$ cat src/rtl/async_bus_capture.sv
// Captures a word from an asynchronous strobe/data source: synchronises the strobe, double-samples
// the data bus and hands matching words to a valid/ready consumer with unstable/overrun flags.
module async_bus_capture #(
  parameter int unsigned N         = 16,
  parameter int unsigned SETTLE    = 2,
  parameter int unsigned MAX_RETRY = 3
) (
  input  logic         clk,
  input  logic         rst,
  input  logic         ext_strobe,
  input  logic [N-1:0] ext_data,
  output logic [N-1:0] out_data,
  output logic         out_valid,
  input  logic         out_ready,
  output logic         err_unstable,
  output logic         overrun,
  input  logic         clr_flags,
  output logic         busy
);

  localparam int unsigned RW = $clog2(MAX_RETRY + 1);
  localparam int unsigned CW = (SETTLE > 1) ? $clog2(SETTLE) : 1;
  localparam logic [CW-1:0] CntLast = CW'((SETTLE == 0) ? 32'd0 : SETTLE - 32'd1);

  typedef enum logic [2:0] {
    StIdle,
    StSettle,
    StSampleA,
    StSampleB,
    StWaitLow
  } state_e;

  state_e        state_q, state_d;
  logic          s1_q, s2_q, s3_q;
  logic [N-1:0]  d1_q, d2_q;
  logic [N-1:0]  capt_q, capt_d;
  logic [CW-1:0] cnt_q, cnt_d;
  logic [RW-1:0] retry_q, retry_d;
  logic [N-1:0]  out_data_q, out_data_d;
  logic          out_valid_q, out_valid_d;
  logic          err_q, err_d;
  logic          overrun_q, overrun_d;
  logic          overrun_set;
  logic          strobe_edge;
  logic          deliver;

  // The sync flops reset to 0, so a strobe already high at reset release reads as a rising edge.
  assign strobe_edge = s2_q & ~s3_q;

  always_ff @(posedge clk or posedge rst) begin
    if (rst) begin
      s1_q <= 1'b0;
      s2_q <= 1'b0;
      s3_q <= 1'b0;
      d1_q <= '0;
      d2_q <= '0;
    end else begin
      s1_q <= ext_strobe;
      s2_q <= s1_q;
      s3_q <= s2_q;
      d1_q <= ext_data;
      d2_q <= d1_q;
    end
  end

  always_ff @(posedge clk or posedge rst) begin
    if (rst) begin
      state_q <= StIdle;
      cnt_q   <= '0;
      retry_q <= '0;
      capt_q  <= '0;
    end else begin
      state_q <= state_d;
      cnt_q   <= cnt_d;
      retry_q <= retry_d;
      capt_q  <= capt_d;
    end
  end

  always_comb begin
    state_d = state_q;
    cnt_d   = cnt_q;
    retry_d = retry_q;
    capt_d  = capt_q;
    deliver = 1'b0;
    err_d   = 1'b0;
    unique case (state_q)
      StIdle: begin
        if (strobe_edge) begin
          cnt_d   = '0;
          retry_d = '0;
          state_d = (SETTLE == 0) ? StSampleA : StSettle;
        end
      end
      StSettle: begin
        cnt_d = cnt_q + 1'b1;
        if (cnt_q == CntLast) begin
          state_d = StSampleA;
        end
      end
      StSampleA: begin
        capt_d  = d2_q;
        state_d = StSampleB;
      end
      StSampleB: begin
        if (d2_q == capt_q) begin
          deliver = 1'b1;
          state_d = StWaitLow;
        end else begin
          retry_d = retry_q + 1'b1;
          if ((32'(retry_q) + 32'd1) < MAX_RETRY) begin
            state_d = StSampleA;
          end else begin
            err_d   = 1'b1;
            state_d = StWaitLow;
          end
        end
      end
      StWaitLow: begin
        if (!s2_q) begin
          state_d = StIdle;
        end
      end
      default: state_d = StIdle;
    endcase
  end

  // A delivery may coincide with a transfer of the previous word; only a stalled slot drops it.
  always_comb begin
    out_data_d  = out_data_q;
    out_valid_d = out_valid_q;
    overrun_set = strobe_edge && (state_q != StIdle);
    if (deliver) begin
      if (!out_valid_q || out_ready) begin
        out_data_d  = capt_q;
        out_valid_d = 1'b1;
      end else begin
        overrun_set = 1'b1;
      end
    end else if (out_valid_q && out_ready) begin
      out_valid_d = 1'b0;
    end
    overrun_d = (overrun_q & ~clr_flags) | overrun_set;
    busy      = (state_q != StIdle);
  end

  always_ff @(posedge clk or posedge rst) begin
    if (rst) begin
      out_data_q  <= '0;
      out_valid_q <= 1'b0;
      err_q       <= 1'b0;
      overrun_q   <= 1'b0;
    end else begin
      out_data_q  <= out_data_d;
      out_valid_q <= out_valid_d;
      err_q       <= err_d;
      overrun_q   <= overrun_d;
    end
  end

  assign out_data     = out_data_q;
  assign out_valid    = out_valid_q;
  assign err_unstable = err_q;
  assign overrun      = overrun_q;

endmodule

$ cat config.mk
export PLATFORM = sky130hd
export DESIGN_NAME = async_bus_capture
export DESIGN_NICKNAME = d
export VERILOG_FILES = /design/src/rtl/async_bus_capture.sv
export SDC_FILE = /design/constraint.sdc
export NUM_CORES = 1
export LEC_CHECK = 0
export CAP_MARGIN = 20
export CELL_PAD_IN_SITES_DETAIL_PLACEMENT = 1
export CELL_PAD_IN_SITES_GLOBAL_PLACEMENT = 2
export CORE_MARGIN = 2
export CORE_UTILIZATION = 38
export CTS_CLUSTER_DIAMETER = 200
export DETAILED_ROUTE_END_ITERATION = 10
export PLACE_DENSITY_LB_ADDON = 0.12
export SLEW_MARGIN = 20
export SYNTH_ARGS = -nofsm -noshare
export SYNTH_HDL_FRONTEND = slang
export SYNTH_SLANG_ARGS = --single-unit
$ cat constraint.sdc
create_clock -name clk -period 2.7 [get_ports clk]
set_input_delay 0.27 -clock clk [delete_from_list [all_inputs] [get_ports clk]]
set_output_delay 0.27 -clock clk [all_outputs]
set_load 0.02 [all_outputs]
* Word level (Yosys, flattened, before mapping)
Index checks and enable logic that the tools add are counted.
** Cells by class
- Add/sub/neg operators :: 3
- Order comparisons :: 1
- Equal/unequal tests :: 10
- Multiplexer cells :: 21
- Bitwise logic cells :: 5
- Reductions and logical operators :: 14
** Operator list (number)
- 16-bit equality test :: 1
- 3-bit 2-to-1 mux :: 5
- 3-bit one-hot mux with 5 select lines :: 1
- 1-bit 2-to-1 mux :: 11
- 2-bit != test (second input constant) :: 4
- 3-bit by 2-bit equality test with 1-bit output (second input constant) :: 2
- 2-bit AND reduction :: 3
- 3-bit AND reduction :: 2
- 2-bit nonzero test :: 3
- 2-bit 2-to-1 mux :: 2
- 2-bit one-hot mux with 2 select lines :: 1
- 2-bit by 1-bit adder with 3-bit output (second input constant) :: 1
- 3-bit by 1-bit equality test with 1-bit output (second input constant) :: 1
- 3-bit equality test (second input constant) :: 1
- 3-bit zero test :: 1
- 3-bit by 2-bit less-than comparator with 1-bit output (second input constant) :: 1
- 3-bit nonzero test :: 1
- 2-bit by 1-bit adder with 2-bit output (second input constant) :: 1
- 1-bit AND :: 2
- 1-bit logical AND :: 2
- 2-bit by 1-bit != test with 1-bit output (second input constant) :: 1
- 1-bit NOT :: 2
- 1-bit one-hot mux with 2 select lines :: 1
- 1-bit adder (second input constant) :: 1
- other kinds (3) :: 3
** Word-level totals
- Register bits :: 76
- Bits of input ports :: 21
- Word-level logic and storage cells :: 67

* Logic depth before layout (Yosys ltp)
Gate-level depths: netlist of run 1.
- Depth in word-level cells :: 6
- Mapped depth :: 7

* Least setup slack after synthesis of run 1
OpenSTA, ideal clock, no wires.
- Path kind :: register to register
- From :: register capt_q[2]
- To :: register out_data_q[0], in the netlist out_data[0]
- Setup time :: 0.125 ns
- Arrival time :: 1.748 ns
- Required time :: 2.575 ns
- Slack :: 0.826 ns
- Stages on the path, launching flop included :: 8
- Buffers on the path :: 2
- Cells stage by stage :: dfrtp_1 -> xnor2_1 -> nand4_1 -> nor4_2 -> and3b_1 -> buf_6 -> buf_12 -> mux2_4
** On the way
- Word-level cells in the longest chain between the ends :: 4
** RTL lines
- start: declaration :: line 36 : logic [N-1:0] capt_q, capt_d;
- start signal: assignment :: line 76 : capt_q <= capt_d;
- 16-bit equality test :: line 106 : if (d2_q == capt_q) begin
- 1-bit 2-to-1 mux :: line 106
- 1-bit 2-to-1 mux :: line 87 : unique case (state_q)
- 2-bit AND reduction (no source line)
- end signal: assignment :: line 154 : out_data_q <= out_data_d;
- end: declaration :: line 39 : logic [N-1:0] out_data_q, out_data_d;
No other way between the ends.
A chain may end at the register's enable or synchronous reset.

* Worst setup path in the final report of run 1
- From :: register capt_q[2]
- To :: register out_data_q[14], in the netlist out_data[14]
Same word-level chain as after synthesis.

==> metrics.md, run 1 <==
| Metric | Value |
|---|---|
| TritonCTS clock tree | `built` |
| Final worst-path cycle share | `around 78%` |
| Comb pwr share | `22.5%` |
| Die area | `about 8000 sq um` |
| Lkg Pwr | `0.00154 uW` |
| DR iter-0 viols | `28` |
| TritonRoute pass-1 iters | `3` |
| Total core area | `approximately 7000 sq um` |
| Die Wd | `~89 microns` |
| Synthesized cell area | `2760 sq um` |
| Share of cells above drive strength 1 | `23.9%` |
| Htree depth | `3` |
| Synth area leaders | `dfrtp_1 69%, mux2_2 9.0%, mux2_4 5.4%` |
| Clk slew on worst S/H paths | `roughly 0.08 ns` |
| Worst Path Max Fanout | `9` |
| Sink Count | `between 70 and 80` |
| Final setup viols | `0` |
| Worst-margin pin slew | `approximately 0.58 ns` |
| P_int | `between 2000 and 2500 uW` |
| DRC | `0` |
| Worst setup SP type | `register` |
| Placed instance area | `approximately 3300 sq um` |
| Largest net degree at the start of global routing | `slightly above 50` |
| Hold_ws | `between 0.3 and 0.4 ns` |
| Area leader, netlist | `dfrtp_1` |
| Gr ovfl total | `0` |
| Postcts setup bufs | `0` |
| Fmax | `477 MHz` |
| Die height | `roughly 89 microns` |
| Worst EP required | `between 2 and 3 ns` |
| Max-Cap Viols | `0` |
| Tmin final | `2.10 ns` |
| Critical path type | `register to register` |
| Clk root buf | `clkbuf_8` |
| I/O pin cnt | `41` |
| Wire per inst | `15.5 microns` |
| Drt via density | `approximately 4.6` |
| Layout net count | `248` |
| Sw Ratio | `between 20% and 30%` |
| Max_slew headroom | `between 60% and 70%` |
| Final cell count without fillers | `roughly 330` |
| Fin util | `approximately half` |
| Row Count | `31` |
| Via count | `1524` |
| Flop pwr share | `~47%` |
| Clk_skew | `approximately 0.0084 ns` |
| Post-DP HPWL | `between 3000 and 4000 microns` |
| Cts hold-fix bufs | `0` |
| Number of synthesized register bits | `76` |
| PortBufs | `40` |
| Clock power share | `31.0%` |
| Initial antenna violation count | `0` |
| Arrival time worst endpoint | `~2.3 ns` |
| Routability Congestion | `approximately 0.68` |
| Commonest cells after routing, fill and taps aside | `76 x dfrtp_1, 40 x clkdlybuf4s50_1, 22 x mux2_2, 16 x xnor2_1, 10 x mux2_4` |
| Cts repair resizes | `0` |
| Mean Syn Cell Area | `between 15 and 20 sq um` |
| Post-route cell area | `approximately 3500 sq um` |
| Worst skew pair latency | `roughly 0.35 ns` |
| Net Switching | `about 930 uW` |
| RSZ-0062 raised after global routing | `false` |
| First-pass GRT wire length | `roughly 8500 microns` |
| Final TNS setup | `0 ns` |
| Crit path capture type | `register` |
| Commonest non-fill, non-tap cell in the layout | `dfrtp_1` |
| Placed Cells | `between 300 and 400` |
| Peak supply drop | `approximately 0.00034 V` |
| Final Hold Viols | `0` |
| Vias in the first global route | `1701` |
| Mapped Cells | `about 170` |
| Sequential-to-total area share from yosys stat | `between 60 and 70%` |
| Synthesized net count | `197` |
| Diode count | `0` |
| Pwr Density | `940 nW/um^2` |
| Post-synthesis cell type count | `27` |
| Ys Warns | `0` |
| Antenna Nets Post-Route | `0` |
| TritonCTS Buffers | `9` |
| GRT Total Usage | `14.8%` |
| Routed WL | `5110 microns` |
| Syn-to-layout area delta | `27.9%` |
| Status | `finished, final reports clean` |
| HP Class | `input pin to async pin` |
| Initial Utilization | `38.7%` |
| Top-area cell type share of the netlist area | `~70%` |
| Worst-case clock buffer depth | `2` |
| Slew Viols, Final | `0` |
==> final cells by class <==
cell class / count / area [sq um]
timing repair buffer: 45 / 450
clock inverter: 6 / 113
fill: 725 / 3600
tap: 99 / 124
inverter: 3 / 11.3
multi-input combinational: 90 / 805
sequential: 76 / 1900
clock buffer: 10 / 128
==> layer usage <==
layer	up-vias	global-route usage, %	share of wire, %
li1	686	-	-
met5	-	0	0
met3	9	4.99	4.0
met1	795	17.7	43
met4	0	7.73	2.0
met2	34	23.6	51
==> worst paths after layout <==
kind                                  startpoint                  endpoint  slack [ns]  cells past startpoint
setup / recovery           capt_q[2]$_DFFE_PP0N_  out_data[14]$_DFFE_PP0P_        0.60                      6
hold reg to reg               d1_q[10]$_DFF_PP0_        d2_q[10]$_DFF_PP0_        0.35                      0
min in group clk              d1_q[10]$_DFF_PP0_        d2_q[10]$_DFF_PP0_        0.35                      0
hold / removal                               rst         d2_q[0]$_DFF_PP0_        0.31                      2
setup reg to reg           capt_q[2]$_DFFE_PP0N_  out_data[14]$_DFFE_PP0P_        0.60                      6
max in group asynchronous                    rst   out_data[0]$_DFFE_PP0P_        1.73                      3
==> sequential cells by signal (all words and copies together) (netlist names), 2 cells and up <==
| register | count |
|---|---|
| capt_q | 16 |
| out_data | 16 |
| d2_q | 16 |
| d1_q | 16 |
| retry_q | 2 |
| state_q | 3 |
==> power groups by stage <==
stage               Sequential [uW]  Clock [uW]  Combinational [uW]
finish                         1540        1030                 746
global route                   1580        1120                 837
CTS                            1550        1070                 770
detailed placement             1570           0                 762
global placement               1550           0                 727
floorplan                      1500           0                 571
==> cell families (layout without fill, tap and decap cells) <==
family	count (synthesis)	in the layout	share of synthesized area (%)
adder cells (fa/ha/maj)	2	2	0.906
XOR/XNOR	16	16	5.07
buffers and inverters	8	64	1.99
AO/OA/AOI/OAI	10	10	1.99
multiplexers	34	34	15.1
flip-flops	76	76	68.9
AND/OR/NAND/NOR	28	28	6.03
==> stage by stage <==
step	power (uW)	setup slack, ns
2_1_floorplan	2070	0.492
3_3_place_gp	2270	0.617
3_5_place_dp	2330	0.568
4_1_cts	3390	0.543
5_1_grt	3540	0.382
6_report	3320	0.602
==> worst max-delay path, stage by stage (launching register included) <==
cell and delay (ns):
dfrtp_1 0.41, xnor2_1 0.19, nand4_1 0.16, nor4_2 0.42
and3b_1 0.24, buf_4 0.21, mux2_2 0.36
==> cell usage after synthesis <==
library cell / instances
buf_12: 1
nand3b_1: 1
buf_2: 1
and3b_1: 1
mux2_2: 22
nor2_1: 7
o21ai_0: 5
nand2_1: 5
nor2b_1: 2
ha_1: 2
nor3b_2: 1
dfrtp_1: 76
mux2i_1: 2
buf_6: 1
xnor2_1: 16
nand4_1: 4
nor4_2: 1
or4bb_1: 1
clkbuf_1: 2
nand2b_1: 2
nor3_1: 1
inv_1: 3
mux2_4: 10
a21oi_1: 3
or3_1: 1
o21a_1: 2
or2b_1: 1
Power figures use the tool's default switching activity.
==> inputs of run 2 (changes only) <==
CORE_UTILIZATION = 34   (was 38)
clock period = 1.9 ns   (was 2.7 ns; I/O delays follow)
==> metrics.md, run 2 (synthesized netlist as in run 1, its figures left out) <==
| Metric | Value |
|---|---|
| Net Switching | `1370 uW` |
| PortBufs | `40` |
| Syn-to-layout area delta | `30.0%` |
| Layout net count | `~260` |
| Commonest non-fill, non-tap cell in the layout | `dfrtp_1` |
| Peak supply drop | `approximately 0.00057 V` |
| HP Class | `input pin to register` |
| Total core area | `slightly below 8000 sq um` |
| Wire per inst | `~15 microns` |
| DR iter-0 viols | `39` |
| Sw Ratio | `between 30 and 40%` |
| Cts hold-fix bufs | `0` |
| Final worst-path cycle share | `between 90% and 100%` |
| Via count | `approximately 1500` |
| Row Count | `32` |
| Final Power | `approximately 4600 uW` |
| Commonest cells after routing, fill and taps aside | `75 x dfrtp_1, 39 x clkdlybuf4s50_1, 16 x mux2_4, 16 x mux2_2, 14 x xnor2_1` |
| Max-Cap Viols | `0` |
| GRT Total Usage | `13.4%` |
| Clk_skew | `0.00834 ns` |
| Filler cells | `around 800` |
| Clock power share | `26.8%` |
| TritonCTS Buffers | `9` |
| Final setup margin | `0.00452 ns` |
| Routed WL | `5230 microns` |
| Die height | `94.1 microns` |
| Lkg Pwr | `about 0.0016 uW` |
| TritonRoute pass-1 iters | `3` |
| Worst slack at placement | `-0.0730 ns` |
| Clk root buf | `clkbuf_8` |
| Worst setup SP type | `register` |
| Final setup viols | `0` |
| I/O pin cnt | `41` |
| Slowest cell delay on critical path | `0.41 ns` |
| Flop pwr share | `roughly half` |
| Crit path capture type | `register` |
| Fmax | `around 530 MHz` |
| Worst skew pair latency | `around 0.34 ns` |
| Initial Utilization | `a little over a third` |
| Max_slew headroom | `roughly 64%` |
| P_int | `between 3000 and 4000 uW` |
| Worst Path Max Fanout | `6` |
| First-pass GRT wire length | `around 8900 microns` |
| Gr ovfl total | `0` |
| Worst-margin pin slew | `~0.53 ns` |
| TritonCTS clock tree | `built` |
| Final Hold Viols | `0` |
| Initial antenna violation count | `0` |
| Clk slew on worst S/H paths | `roughly 0.080 ns` |
| Drt via density | `4.50` |
| Critical path type | `register to register` |
| Critical-path cell list | `xnor2_2 -> nand4_1 -> nor4_2 -> and3b_2 -> buf_6 -> mux2_4` |
| Comb pwr share | `between 20 and 25%` |
| Worst-case clock buffer depth | `2` |
| Worst EP required | `around 2.1 ns` |
| Tmin final | `approximately 1.9 ns` |
| Antenna Nets Post-Route | `0` |
| Vias in the first global route | `between 1500 and 2000` |
| Largest net degree at the start of global routing | `44` |
| Routability Congestion | `0.719` |
| Die area | `between 8000 and 9000 sq um` |
| DRC | `0` |
| Slew Viols, Final | `0` |
| Diode count | `0` |
| RSZ-0062 raised after global routing | `true` |
| Post-DP HPWL | `~3800 microns` |
| Slowest cell on the critical path | `dfrtp_1` |
| Arrival time worst endpoint | `roughly 2.1 ns` |
| Status | `finished, final reports clean` |
| Pwr Density | `1270 nW/um^2` |
| Sink Count | `between 70 and 80` |
| Htree depth | `3` |
| Die Wd | `94.1 microns` |
| Share of cells above drive strength 1 | `between 20 and 30%` |
[run 2: cell count changes in the layout (fill, tap and decap cells not counted), sizes merged]
cell           previous run  this run
clkbuf                   10         9
bufinv                    3         1
dlygate4sd2               0         1
buf                       5        12
clkinvlp                  0         3
clkdlybuf4s50            40        39
[run 2: final timing paths]
path | cells after the start | start | slack [ns] | endpoint
worst max-delay path | 6 | d2_q[5]$_DFF_PP0_ | 0.005 | out_data[14]$_DFFE_PP0P_
worst min-delay path | 1 | ext_strobe | 0.28 | s1_q$_DFF_PP0_
worst max register to register | 6 | d2_q[5]$_DFF_PP0_ | 0.005 | out_data[14]$_DFFE_PP0P_
worst min register to register | 0 | d1_q[12]$_DFF_PP0_ | 0.35 | d2_q[12]$_DFF_PP0_
max in group asynchronous | 3 | rst | 1.15 | capt_q[4]$_DFFE_PP0N_
min in group asynchronous | 3 | rst | 0.32 | d2_q[0]$_DFF_PP0_
[run 2: cell type report]
class	instances	area, sq um	share of cell area, %
clock inverter	7	76.3	2.13
tap	102	128	3.56
clock buffer	9	124	3.45
inverter	3	15.0	0.418
multi-input combinational	90	843	23.5
timing repair buffer	52	500	13.9
sequential	76	1900	53.0
[run 2: power groups by stage]
stage                     Sequential [uW]  Combinational [uW]  Clock, uW
after floorplan                      2140                 812          0
after global placement               2200                1080          0
after detailed placement             2230                1130          0
after CTS                            2200                1120       1280
after global routing                 2260                1260       1350
final                                2200                1130       1220
[run 2: repair_timing]
item | 4_1_cts | 5_1_grt
resized for setup | 2 | 13
gates cloned | 0 | 0
setup endpoints to repair | 17 | 20
pin swaps | 5 | 5
buffers inserted | 1 | 2
[run 2: per-stage QoR]
step / hold slack, ns / util (%) / std cells / area [sq um] / TNS (ns)
3_3_place_gp: 0.333 / 42.7 / 322 / 3330 / -0.0665
3_5_place_dp: 0.336 / 42.7 / 322 / 3330 / -0.546
2_1_floorplan: 0.221 / - / 174 / 2770 / 0
6_report: 0.277 / 46.0 / 339 / 3590 / 0
4_1_cts: 0.259 / 45.3 / 339 / 3540 / -0.753
5_1_grt: 0.249 / 46.0 / 339 / 3590 / -2.21
[run 2: worst max-delay path: cells and delay by family (launching register included)]
kind          cells  cell delay (ns)
simple gates      3             0.73
flops             1             0.41
buf+inv           1             0.16
xor+xnor          1             0.17
mux               1             0.30
[run 2: layer usage]
| layer | share of wire (%) | GRT usage (%) | up-vias |
|---|---|---|---|
| met5 | 0 | 0 | - |
| met4 | 1.8 | 5.43 | 0 |
| met3 | 3.5 | 3.85 | 9 |
| met2 | 53 | 22.9 | 30 |
| met1 | 42 | 15.8 | 781 |
| li1 | - | - | 704 |
==> inputs of run 3 (changes only) <==
CAP_MARGIN = default   (was 20)
==> results of run 3 <==
No change in the layout: final DEF, timing and power equal those of run 2.
